--- config.mk ---
export PLATFORM = sky130hd
export DESIGN_NAME = inst_fetch_unit
export DESIGN_NICKNAME = d
export VERILOG_FILES = /design/src/rtl/inst_fetch_unit.sv
export SDC_FILE = /design/constraint.sdc
export NUM_CORES = 1
export LEC_CHECK = 0
export CELL_PAD_IN_SITES_DETAIL_PLACEMENT = 0
export CELL_PAD_IN_SITES_GLOBAL_PLACEMENT = 1
export CORE_MARGIN = 2
export CORE_UTILIZATION = 35
export CTS_BUF_LIST = sky130_fd_sc_hd__clkbuf_4 sky130_fd_sc_hd__clkbuf_8
export CTS_CLUSTER_SIZE = 20
export DETAILED_ROUTE_END_ITERATION = 6
export PLACE_DENSITY_LB_ADDON = 0.1
export SYNTH_ARGS = -nofsm -noshare
export SYNTH_HDL_FRONTEND = slang
export SYNTH_SLANG_ARGS = --single-unit
export TNS_END_PERCENT = 30
--- constraint.sdc ---
create_clock -name clk_in -period 11.4 [get_ports clk_in]
set_input_delay 2.85 -clock clk_in [delete_from_list [all_inputs] [get_ports clk_in]]
set_output_delay 2.85 -clock clk_in [all_outputs]
set_load 0.005 [all_outputs]
--- src/rtl/inst_fetch_unit.sv ---
`default_nettype none
// ============================================================================
//  Module      : inst_fetch_unit
//  Description : Instruction fetch stage. Holds the fetch PC, requests one
//                32-bit word at a time from the memory controller,
//                pre-decodes JAL/branch targets and buffers fetched words in
//                a circular instruction queue drained by the decoder.
//  Revision    : 1.0 - initial release
// ============================================================================
module inst_fetch_unit #(
    parameter int IQ_DEPTH = 8
) (
    input  logic        clk_in,
    input  logic        rst_n_in,
    input  logic        rdy_in,
    input  logic        rob_clear_up,
    input  logic [31:0] rob_new_pc,
    output logic        should_fetch,
    output logic [31:0] pc,
    input  logic        fetch_ready,
    input  logic [31:0] inst,
    input  logic [31:0] inst_addr,
    output logic        iq_valid,
    output logic [31:0] iq_inst,
    output logic [31:0] iq_pc,
    output logic        iq_pred_taken,
    output logic [31:0] iq_pred_pc,
    input  logic        decoder_ready
);

    localparam int                 c_PTR_W = (IQ_DEPTH > 1) ? $clog2(IQ_DEPTH) : 1;
    localparam int                 c_CNT_W = c_PTR_W + 1;
    localparam logic [c_CNT_W-1:0] c_DEPTH = c_CNT_W'(IQ_DEPTH);
    localparam logic [c_CNT_W-1:0] c_CNT_ONE = c_CNT_W'(1);
    localparam logic [c_PTR_W-1:0] c_PTR_ONE = c_PTR_W'(1);

    localparam logic [0:0] c_IDLE  = 1'b0;
    localparam logic [0:0] c_FETCH = 1'b1;

    localparam logic [6:0] c_OP_JAL    = 7'b1101111;
    localparam logic [6:0] c_OP_BRANCH = 7'b1100011;

    logic [0:0]         r_state;
    logic [0:0]         w_state_next;
    logic [31:0]        r_pc_reg;
    logic [c_PTR_W-1:0] r_head;
    logic [c_PTR_W-1:0] r_tail;
    logic [c_CNT_W-1:0] r_count;
    logic [c_CNT_W-1:0] w_count_next;

    // Queue storage; no reset needed because entries are only read when valid.
    logic [31:0] r_iq_inst  [IQ_DEPTH];
    logic [31:0] r_iq_pc    [IQ_DEPTH];
    logic        r_iq_taken [IQ_DEPTH];
    logic [31:0] r_iq_pred  [IQ_DEPTH];

    logic [6:0]  w_opcode;
    logic [31:0] w_jal_imm;
    logic [31:0] w_br_imm;
    logic        w_taken;
    logic [31:0] w_next_pc;
    logic        w_accept;
    logic        w_pop;

    assign w_opcode  = inst[6:0];
    assign w_jal_imm = {{11{inst[31]}}, inst[31], inst[19:12], inst[20], inst[30:21], 1'b0};
    assign w_br_imm  = {{19{inst[31]}}, inst[31], inst[7], inst[30:25], inst[11:8], 1'b0};

    // A response is only taken while requesting and only if it answers the current PC;
    // anything else is a stale reply to a request abandoned by a flush.
    assign w_accept = (r_state == c_FETCH) && fetch_ready && (inst_addr == r_pc_reg);
    assign w_pop    = iq_valid && decoder_ready;

    // Pre-decode: JAL always taken, branches predicted taken when backward (sign bit set).
    always_comb begin
        w_taken   = 1'b0;
        w_next_pc = r_pc_reg + 32'd4;
        if (w_opcode == c_OP_JAL) begin
            w_taken   = 1'b1;
            w_next_pc = r_pc_reg + w_jal_imm;
        end else if (w_opcode == c_OP_BRANCH) begin
            w_taken = inst[31];
            if (inst[31]) begin
                w_next_pc = r_pc_reg + w_br_imm;
            end
        end
    end

    // Occupancy after this cycle's push/pop, ignoring flush.
    always_comb begin
        w_count_next = r_count;
        case ({w_accept, w_pop})
            2'b10:   w_count_next = r_count + c_CNT_ONE;
            2'b01:   w_count_next = r_count - c_CNT_ONE;
            default: w_count_next = r_count;
        endcase
    end

    // Next-state logic: only request while the queue has room for the reply.
    always_comb begin
        w_state_next = r_state;
        case (r_state)
            c_IDLE: begin
                if (r_count < c_DEPTH) begin
                    w_state_next = c_FETCH;
                end
            end
            c_FETCH: begin
                if (w_accept) begin
                    w_state_next = (w_count_next < c_DEPTH) ? c_FETCH : c_IDLE;
                end
            end
            default: w_state_next = c_IDLE;
        endcase
    end

    // Control state: flush has priority over normal operation; rdy_in low freezes everything.
    always_ff @(posedge clk_in or negedge rst_n_in) begin
        if (!rst_n_in) begin
            r_state  <= c_IDLE;
            r_pc_reg <= '0;
            r_head   <= '0;
            r_tail   <= '0;
            r_count  <= '0;
        end else if (rdy_in) begin
            if (rob_clear_up) begin
                r_state  <= c_IDLE;
                r_pc_reg <= rob_new_pc;
                r_head   <= '0;
                r_tail   <= '0;
                r_count  <= '0;
            end else begin
                r_state <= w_state_next;
                r_count <= w_count_next;
                if (w_accept) begin
                    r_pc_reg <= w_next_pc;
                    r_tail   <= r_tail + c_PTR_ONE;
                end
                if (w_pop) begin
                    r_head <= r_head + c_PTR_ONE;
                end
            end
        end
    end

    // Write the accepted word and its prediction into the tail slot.
    always_ff @(posedge clk_in) begin
        if (rdy_in && !rob_clear_up && w_accept) begin
            r_iq_inst[r_tail]  <= inst;
            r_iq_pc[r_tail]    <= r_pc_reg;
            r_iq_taken[r_tail] <= w_taken;
            r_iq_pred[r_tail]  <= w_next_pc;
        end
    end

    assign should_fetch  = (r_state == c_FETCH);
    assign pc            = r_pc_reg;
    assign iq_valid      = (r_count != '0);
    // Head fields read as zero when empty so outputs are clean after reset/flush.
    assign iq_inst       = iq_valid ? r_iq_inst[r_head]  : 32'd0;
    assign iq_pc         = iq_valid ? r_iq_pc[r_head]    : 32'd0;
    assign iq_pred_taken = iq_valid ? r_iq_taken[r_head] : 1'b0;
    assign iq_pred_pc    = iq_valid ? r_iq_pred[r_head]  : 32'd0;

endmodule
`default_nettype wire

[Word-level counts from Yosys, hierarchy flattened]
Memory sizes are Yosys's and may differ from the RTL's.
Cells that the tools add are included.
Storage, ports and cells
  memories: 4
  flip-flop bits (word level): 43
  input bits: 102
  bits in writable memories: 776
Operators by class
  muxes and demuxes: 24
  equal/unequal tests: 5
  magnitude comparators: 2
  add/subtract/negate cells: 7
  bitwise operators: 1
  reduce and logical (&&, ||, !) cells: 11
Memories
  r_iq_inst: words 8, width 32, read ports 1, clocked after memory_dff 0, wr ports 1, RTL line 52  | logic [31:0] r_iq_inst [IQ_DEPTH];
  r_iq_pc: words 8, width 32, read ports 1, clocked after memory_dff 0, wr ports 1, RTL line 53  | logic [31:0] r_iq_pc [IQ_DEPTH];
  r_iq_pred: words 8, width 32, read ports 1, clocked after memory_dff 0, wr ports 1, RTL line 55  | logic [31:0] r_iq_pred [IQ_DEPTH];
  r_iq_taken: words 8, width 1, read ports 1, clocked after memory_dff 0, wr ports 1, RTL line 54  | logic r_iq_taken [IQ_DEPTH];
Operators by type and width (number)
  $mux 32: 8
  $add 32x32->32: 2
  $add 32x3->32 const B: 1
  $eq 32x32->1: 1
  $eq 7x7->1 const B: 2
  $mux 3: 4
  $mux 1: 9
  $lt 4x4->1 const B: 2
  $pmux 4 s2: 1
  $add 3x1->3 const B: 2
  $logic_and 1x1->1: 5
  $add 4x1->4 const B: 1
  $mux 4: 1
  $reduce_and 2->1: 2
  $reduce_bool 2->1: 2
  $reduce_bool 4->1: 1
  $sub 4x1->4 const B: 1
  $eq 2x1->1 const B: 1
  $eq 2x2->1 const B: 1
  $pmux 1 s2: 1
  $logic_not 1->1: 1
  $not 1->1: 1

[Longest topological paths before layout]
Gate-level depths: netlist of the first run.
  depth after elaboration: 9
  gate-level depth with buffers: 17

[Least setup slack after synthesis of the first run]
OpenSTA, ideal clock, no wires.
  path type: input -> register
  start: in inst_addr[7]
  end: mem r_iq_inst[0][0], enable pin
  data required time: 10.732 ns
  arrival: 10.756 ns
  slack: -0.025 ns
  stages: 7
  cell sequence: xnor2_1 > nand4_1 > or4_1 > nor3_2 > nand3b_1 > or2_2 > nor3_1
Between the ends
  word-level cells in the longest chain between the ends: 5
Ends and longest elaborated chain
  start, declared: RTL line 22  | input logic [31:0] inst_addr,
  $eq 32x32->1: RTL line 71  | assign w_accept = (r_state == c_FETCH) && fetch_ready && (inst_addr == r_pc_reg);
  $logic_and 1x1->1: RTL line 71
  $logic_and 1x1->1: RTL line 148  | if (rdy_in && !rob_clear_up && w_accept) begin
  $mux 1: RTL line 148
  $mux 1 (implied by the code): RTL line 149  | r_iq_inst[r_tail] <= inst;
  end, declared: RTL line 52
No other way between the ends.

[Final worst setup path of the first run]
  start: reg r_head[1]
  end: out iq_pred_taken
Between the ends
  word-level cells in the longest chain between the ends: 2
Ends and longest elaborated chain
  start, declared: RTL line 46  | logic [c_PTR_W-1:0] r_head;
  start signal, assigned: RTL line 140  | r_head <= r_head + c_PTR_ONE;
  $mem_v2 8x1
  $mux 1: RTL line 162  | assign iq_pred_taken = iq_valid ? r_iq_taken[r_head] : 1'b0;
  end, declared: RTL line 26  | output logic iq_pred_taken,
No other way between the ends.

==> run metrics, run 1 <==
outcome=finished clean; grt total ovfl=0; Worst-Margin Slew=1260 ps; most frequent cells after synthesis=edfxtp_1 (768), nand2_1 (291), mux4_2 (192); Lkg Pwr=14.1 nW; Root Driver=clkbuf_8; final WL=108 mm; first-pass GRT wire length=158 mm; num rows=117; Worst Skew=52.6 ps; Layout area overhead=19.4%; Gate Count Post-Synth=2231; Hold Crit Class=reg2reg; Max clock buf depth=3; largest net degree at the start of global routing=79; Placement Setup Slack=4040 ps; cell taking the most area after synthesis=edfxtp_1; max_slew headroom=0.151; count leader, synth=edfxtp_1; top-area cell type share of the netlist area=0.644; Ys Warns=0; Sw Share=0.322; # DRC=0; Pwr Density=207 nW/um2; initial DRC count=1618; Cell variety after synth=94; Tot GR Track Use=0.209; initial antenna violation count=1; kind of critical path=reg2out; clock network fraction of total power=0.295; Final WS setup=4350 ps; post-cts sizing count=0; layout cell share with drive strength beyond 1=0.202; crit path max fanout=70; ranking of synthesized cells by area=edfxtp_1 (64%), mux4_2 (12%), nand2_1 (3.1%); WP data arrival=4200 ps; H-tree levels=4; syn_area_per_cell=16.0 um2; die area=105000 um2; Clock Latency Late Sink=840 ps; postcts setup bufs=0; Routed wire per std cell=26.8 um; P_sw=2.85 mW; Buffers on Ports=232; Num CTS Buffers=145; Core Box Area=102000 um2; hold_buf cts=0; post-route ant nets=0; setup violators final=0; number of I/O pins=233; Pint=5.99 mW; r2r setup slk=6520 ps; ratio of final minimum period to clock period=0.618; GPL Wtd Cong=0.873; DR pass1 iterations=7; Setup TNS=0 ps; VDD IR-drop max=134 uV; crit path time final=7050 ps; FMAX=142 MHz; Initial Util=0.352; max-cap violations=0; hpwl dp=68.1 mm; clock tree from TritonCTS=done; clock sink count=811; final hold vios=0; nets=2707; DR vias=21400; CP Launch Type=flip-flop; # fillers=9352; CTS clk-pin slew, worst paths=60 ps; combinational power share=0.307; Slew Limit Fails=0; Synth Net Count=2386; crit end category=output port; vias in the first global route=22800; chip width=324 um; vias per cell=5.31; CP required=8550 ps; RSZ-0062 raised after global routing=false; synthesized area=35800 um2; Sequential Power Share=0.397; Die Y=324 um; Post-synth EDFFs=768; FFs w/ async S/R, synth=0.0530; #FFs+latches synth=811; Main synth FF type=edfxtp_1; register area share after synthesis=0.674
[routing by layer]
| layer | up-vias | routed length, um | track usage |
|---|---|---|---|
| li1 | 9495 | - | - |
| met1 | 11200 | 47700 | 0.282 |
| met2 | 548 | 53700 | 0.351 |
| met3 | 143 | 4190 | 0.0300 |
| met4 | 0 | 2390 | 0.0627 |
| met5 | - | 0 | 0 |
[worst paths after layout]
| path | startpoint | endpoint | depth (start not counted) |
|---|---|---|---|
| setup / recovery | r_head[1]$_DFFE_PN0P_ | iq_pred_taken | 5 |
| min in group asynchronous | rst_n_in | r_count[3]$_DFFE_PN0P_ | 2 |
| max in group asynchronous | rst_n_in | r_head[2]$_DFFE_PN0P_ | 2 |
| hold reg to reg | r_tail[2]$_DFFE_PN0P_ | r_tail[2]$_DFFE_PN0P_ | 2 |
| hold / removal | r_tail[2]$_DFFE_PN0P_ | r_tail[2]$_DFFE_PN0P_ | 2 |
| setup reg to reg | pc[4]$_DFFE_PN0P_ | r_iq_inst[4][4]$_DFFE_PP_ | 10 |
[flip-flops by register name, indices dropped and copies added, names as in the netlist]
register / cells
r_count: 4
r_head: 3
r_iq_inst: 256
pc: 32
r_iq_taken: 8
r_iq_pc: 256
r_tail: 3
should_fetch: 1
r_iq_pred: 248
[metrics by stage]
stage / util / instances / hold WS (ps) / total power, mW / area, um2
after detailed placement: 0.393 / 3773 / 535 / 6.35 / 39900
final: 0.421 / 4034 / 544 / 8.83 / 42700
after CTS: 0.420 / 4033 / 547 / 9.00 / 42700
after global placement: 0.393 / 3773 / 538 / 6.36 / 39900
after floorplan: - / 2231 / 485 / 5.12 / 35800
after global routing: 0.421 / 4034 / 577 / 9.29 / 42700
[layout make-up]
cell class / instances / area [um2] / area share
multi-input combinational: 1249 / 11000 / 0.258
clock inverter: 73 / 454 / 0.0106
sequential: 811 / 24100 / 0.565
timing repair buffer: 307 / 2890 / 0.0676
clock buffer: 187 / 2330 / 0.0545
antenna: 1 / 2.50 / 0.0000586
inverter: 38 / 145 / 0.00340
tap: 1368 / 1710 / 0.0401
[cell families after synthesis]
group | count (synthesis) | share of synthesized area
AO/OA/AOI/OAI | 412 | 0.0774
XOR/XNOR | 80 | 0.0196
adder cells (fa/ha/maj) | 53 | 0.0192
buffers and inverters | 171 | 0.0200
flip-flops | 811 | 0.674
multiplexers | 216 | 0.128
AND/OR/NAND/NOR | 488 | 0.0618
[cells in the final DEF, fill, tap and decap left out, drive strengths merged, types with 8 or more instances in the layout]
master,count
mux2i,19
a211oi,14
dfrtp,43
nand4,14
xnor2,42
a31oi,12
a21oi,164
a22oi,9
a221o,12
clkbuf,187
nand2,292
a21o,34
xor2,38
nor3,14
clkdlybuf4s50,230
a211o,8
and3,16
o22ai,12
buf,77
o21ai,63
o211ai,8
edfxtp,768
nand2b,15
o221ai,9
o21a,8
inv,47
ha,50
mux4,192
nor2,55
clkinv,61
nor4,9
nand3,33
and2,8
[worst max-delay path: stages (launching register included)]
cell and delay [ps]:
dfrtp_4 750, buf_4 940, mux4_2 380, nand2_1 50
a21oi_1 560, clkdlybuf4s50_1 630
[power by group through the flow]
stage | sequential, mW | combinational [mW] | clock (mW)
after floorplan | 3.50 | 1.62 | 0
after global placement | 3.57 | 2.78 | 0
after detailed placement | 3.58 | 2.77 | 0
after CTS | 3.52 | 2.78 | 2.70
after global routing | 3.52 | 2.95 | 2.82
final | 3.51 | 2.71 | 2.61
No activity file was read; power rests on OpenSTA's default activity.
==> run 2: changes to the inputs <==
clock period = 6.6 ns   (was 11.4 ns; I/O delays follow)
==> run 2 against run 1 <==
Sequential cell count is the same. Register-to-register slack lost 4100 ps. Non-clock buffer count grew 11. Power grew 75%. Largest power group unchanged. Largest cell class unchanged.
==> run metrics, run 2 (same netlist as run 1, synthesis figures left out) <==
outcome=finished clean; num rows=117; CP required=4950 ps; crit end category=output port; kind of critical path=reg2out; Root Driver=clkbuf_8; Worst Skew=49.8 ps; Regs by FF count=r_iq_inst: 256 flops, r_iq_pc: 256 flops, r_iq_pred: 248 flops; Routed wire per std cell=27.3 um; clock tree from TritonCTS=done; initial DRC count=1768; Die Y=324 um; Pwr Density=358 nW/um2; Max clock buf depth=3; post-route ant nets=0; H-tree levels=4; Setup TNS=0 ps; Hold Crit Class=reg2reg; Tot GR Track Use=0.212; Lkg Pwr=14.3 nW; Final WS setup=1230 ps; vias per cell=5.35; Initial Util=0.352; max-cap violations=0; DP Cell Count=3784; cell family with most CP delay=buffers and inverters; setup violators final=0; Layout area overhead=20.4%; CP max-delay cell=dfrtp_4; GPL Wtd Cong=0.861; crit path max fanout=38; Num CTS Buffers=145; Placement Setup Slack=821 ps; initial antenna violation count=6; max incr delay on CP=850 ps; most common cell after layout, fill and taps aside=edfxtp_1; worst r2r src=pc[0]$_DFFE_PN0P_; # DRC=0; Clock Latency Late Sink=810 ps; CP Launch Type=flip-flop; Worst-Margin Slew=1080 ps; crit path time final=5370 ps; postcts setup bufs=0; max_slew headroom=0.283; DR vias=21700; grt total ovfl=0; final hold vios=0; largest net degree at the start of global routing=75; VDD IR-drop max=456 uV; Buffers on Ports=232; Critical Path Start=r_head[1]$_DFFE_PN0P_; clock sink count=811; nets=2718; post-cts sizing count=0; HP Start=r_tail[2]$_DFFE_PN0P_; hpwl dp=69.0 mm; Core Box Area=102000 um2; RSZ-0062 raised after global routing=false; first-pass GRT wire length=158 mm; Slew Limit Fails=0; die area=105000 um2; number of I/O pins=233; hold_buf cts=0; WP data arrival=3720 ps; final WL=111 mm; chip width=324 um; Bufs and invs on worst path=2; ratio of final minimum period to clock period=0.813; DR pass1 iterations=5; layout cell share with drive strength beyond 1=0.212; vias in the first global route=22800; CTS clk-pin slew, worst paths=70 ps; FMAX=186 MHz; Post-Layout Cell Count=4051; most frequent cells in the layout=edfxtp_1 (768), nand2_1 (291), clkdlybuf4s50_1 (230); Cell Chain, Critical Path=buf_4 -> mux4_2 -> nand2_1 -> a21oi_1 -> clkdlybuf4s50_1
==> run 2: metal layers <==
metal,vias up,share of wire,global-route usage
li1,9542,-,-
met1,11400,0.43,0.275
met2,611,0.50,0.356
met3,147,0.043,0.0352
met4,0,0.033,0.0868
met5,-,0,0
==> run 2: area by class of cell <==
cell class / instances / area [um2]
Fill cell: 9346 / 58500
Clock inverter: 70 / 504
Inverter: 38 / 145
Clock buffer: 189 / 2330
Tap cell: 1368 / 1710
Sequential cell: 811 / 24100
Antenna cell: 8 / 20.0
Multi-Input combinational cell: 1249 / 11000
Timing Repair Buffer: 318 / 3180
==> run 2: final timing paths <==
check,endpoint,cells past startpoint,slack (ps)
min in group asynchronous,pc[29]$_DFFE_PN0P_,2,1040
setup reg to reg,r_iq_pred[7][27]$_DFFE_PP_,10,2450
hold / removal,r_tail[2]$_DFFE_PN0P_,2,560
max in group asynchronous,r_head[2]$_DFFE_PN0P_,2,4930
setup / recovery,iq_pred_pc[6],5,1230
hold reg to reg,r_tail[2]$_DFFE_PN0P_,2,560
==> run 2: worst reg2reg max path, delay by kind of cell, from the launching register on <==
kind,cells,cell delay [ps]
buffers and inverters,3,810
and+or+nand+nor,6,1870
DFF,1,510
xor gates and xnor gates,1,610
==> run 2: report_power, final <==
| group | switching, mW | internal, mW | total, mW |
|---|---|---|---|
| combinational | 2.55 | 2.20 | 4.75 |
| clock | 2.12 | 2.49 | 4.61 |
| sequential | 0.262 | 5.83 | 6.09 |
==> run 2: metrics by stage <==
step	area [um2]	total power [mW]	utilization	hold slack, ps
6_report	43100	15.4	0.424	562
3_3_place_gp	40200	11.0	0.396	512
3_5_place_dp	40200	11.1	0.396	556
5_1_grt	43100	16.2	0.424	616
2_1_floorplan	35800	8.84	-	485
4_1_cts	43100	15.7	0.424	571
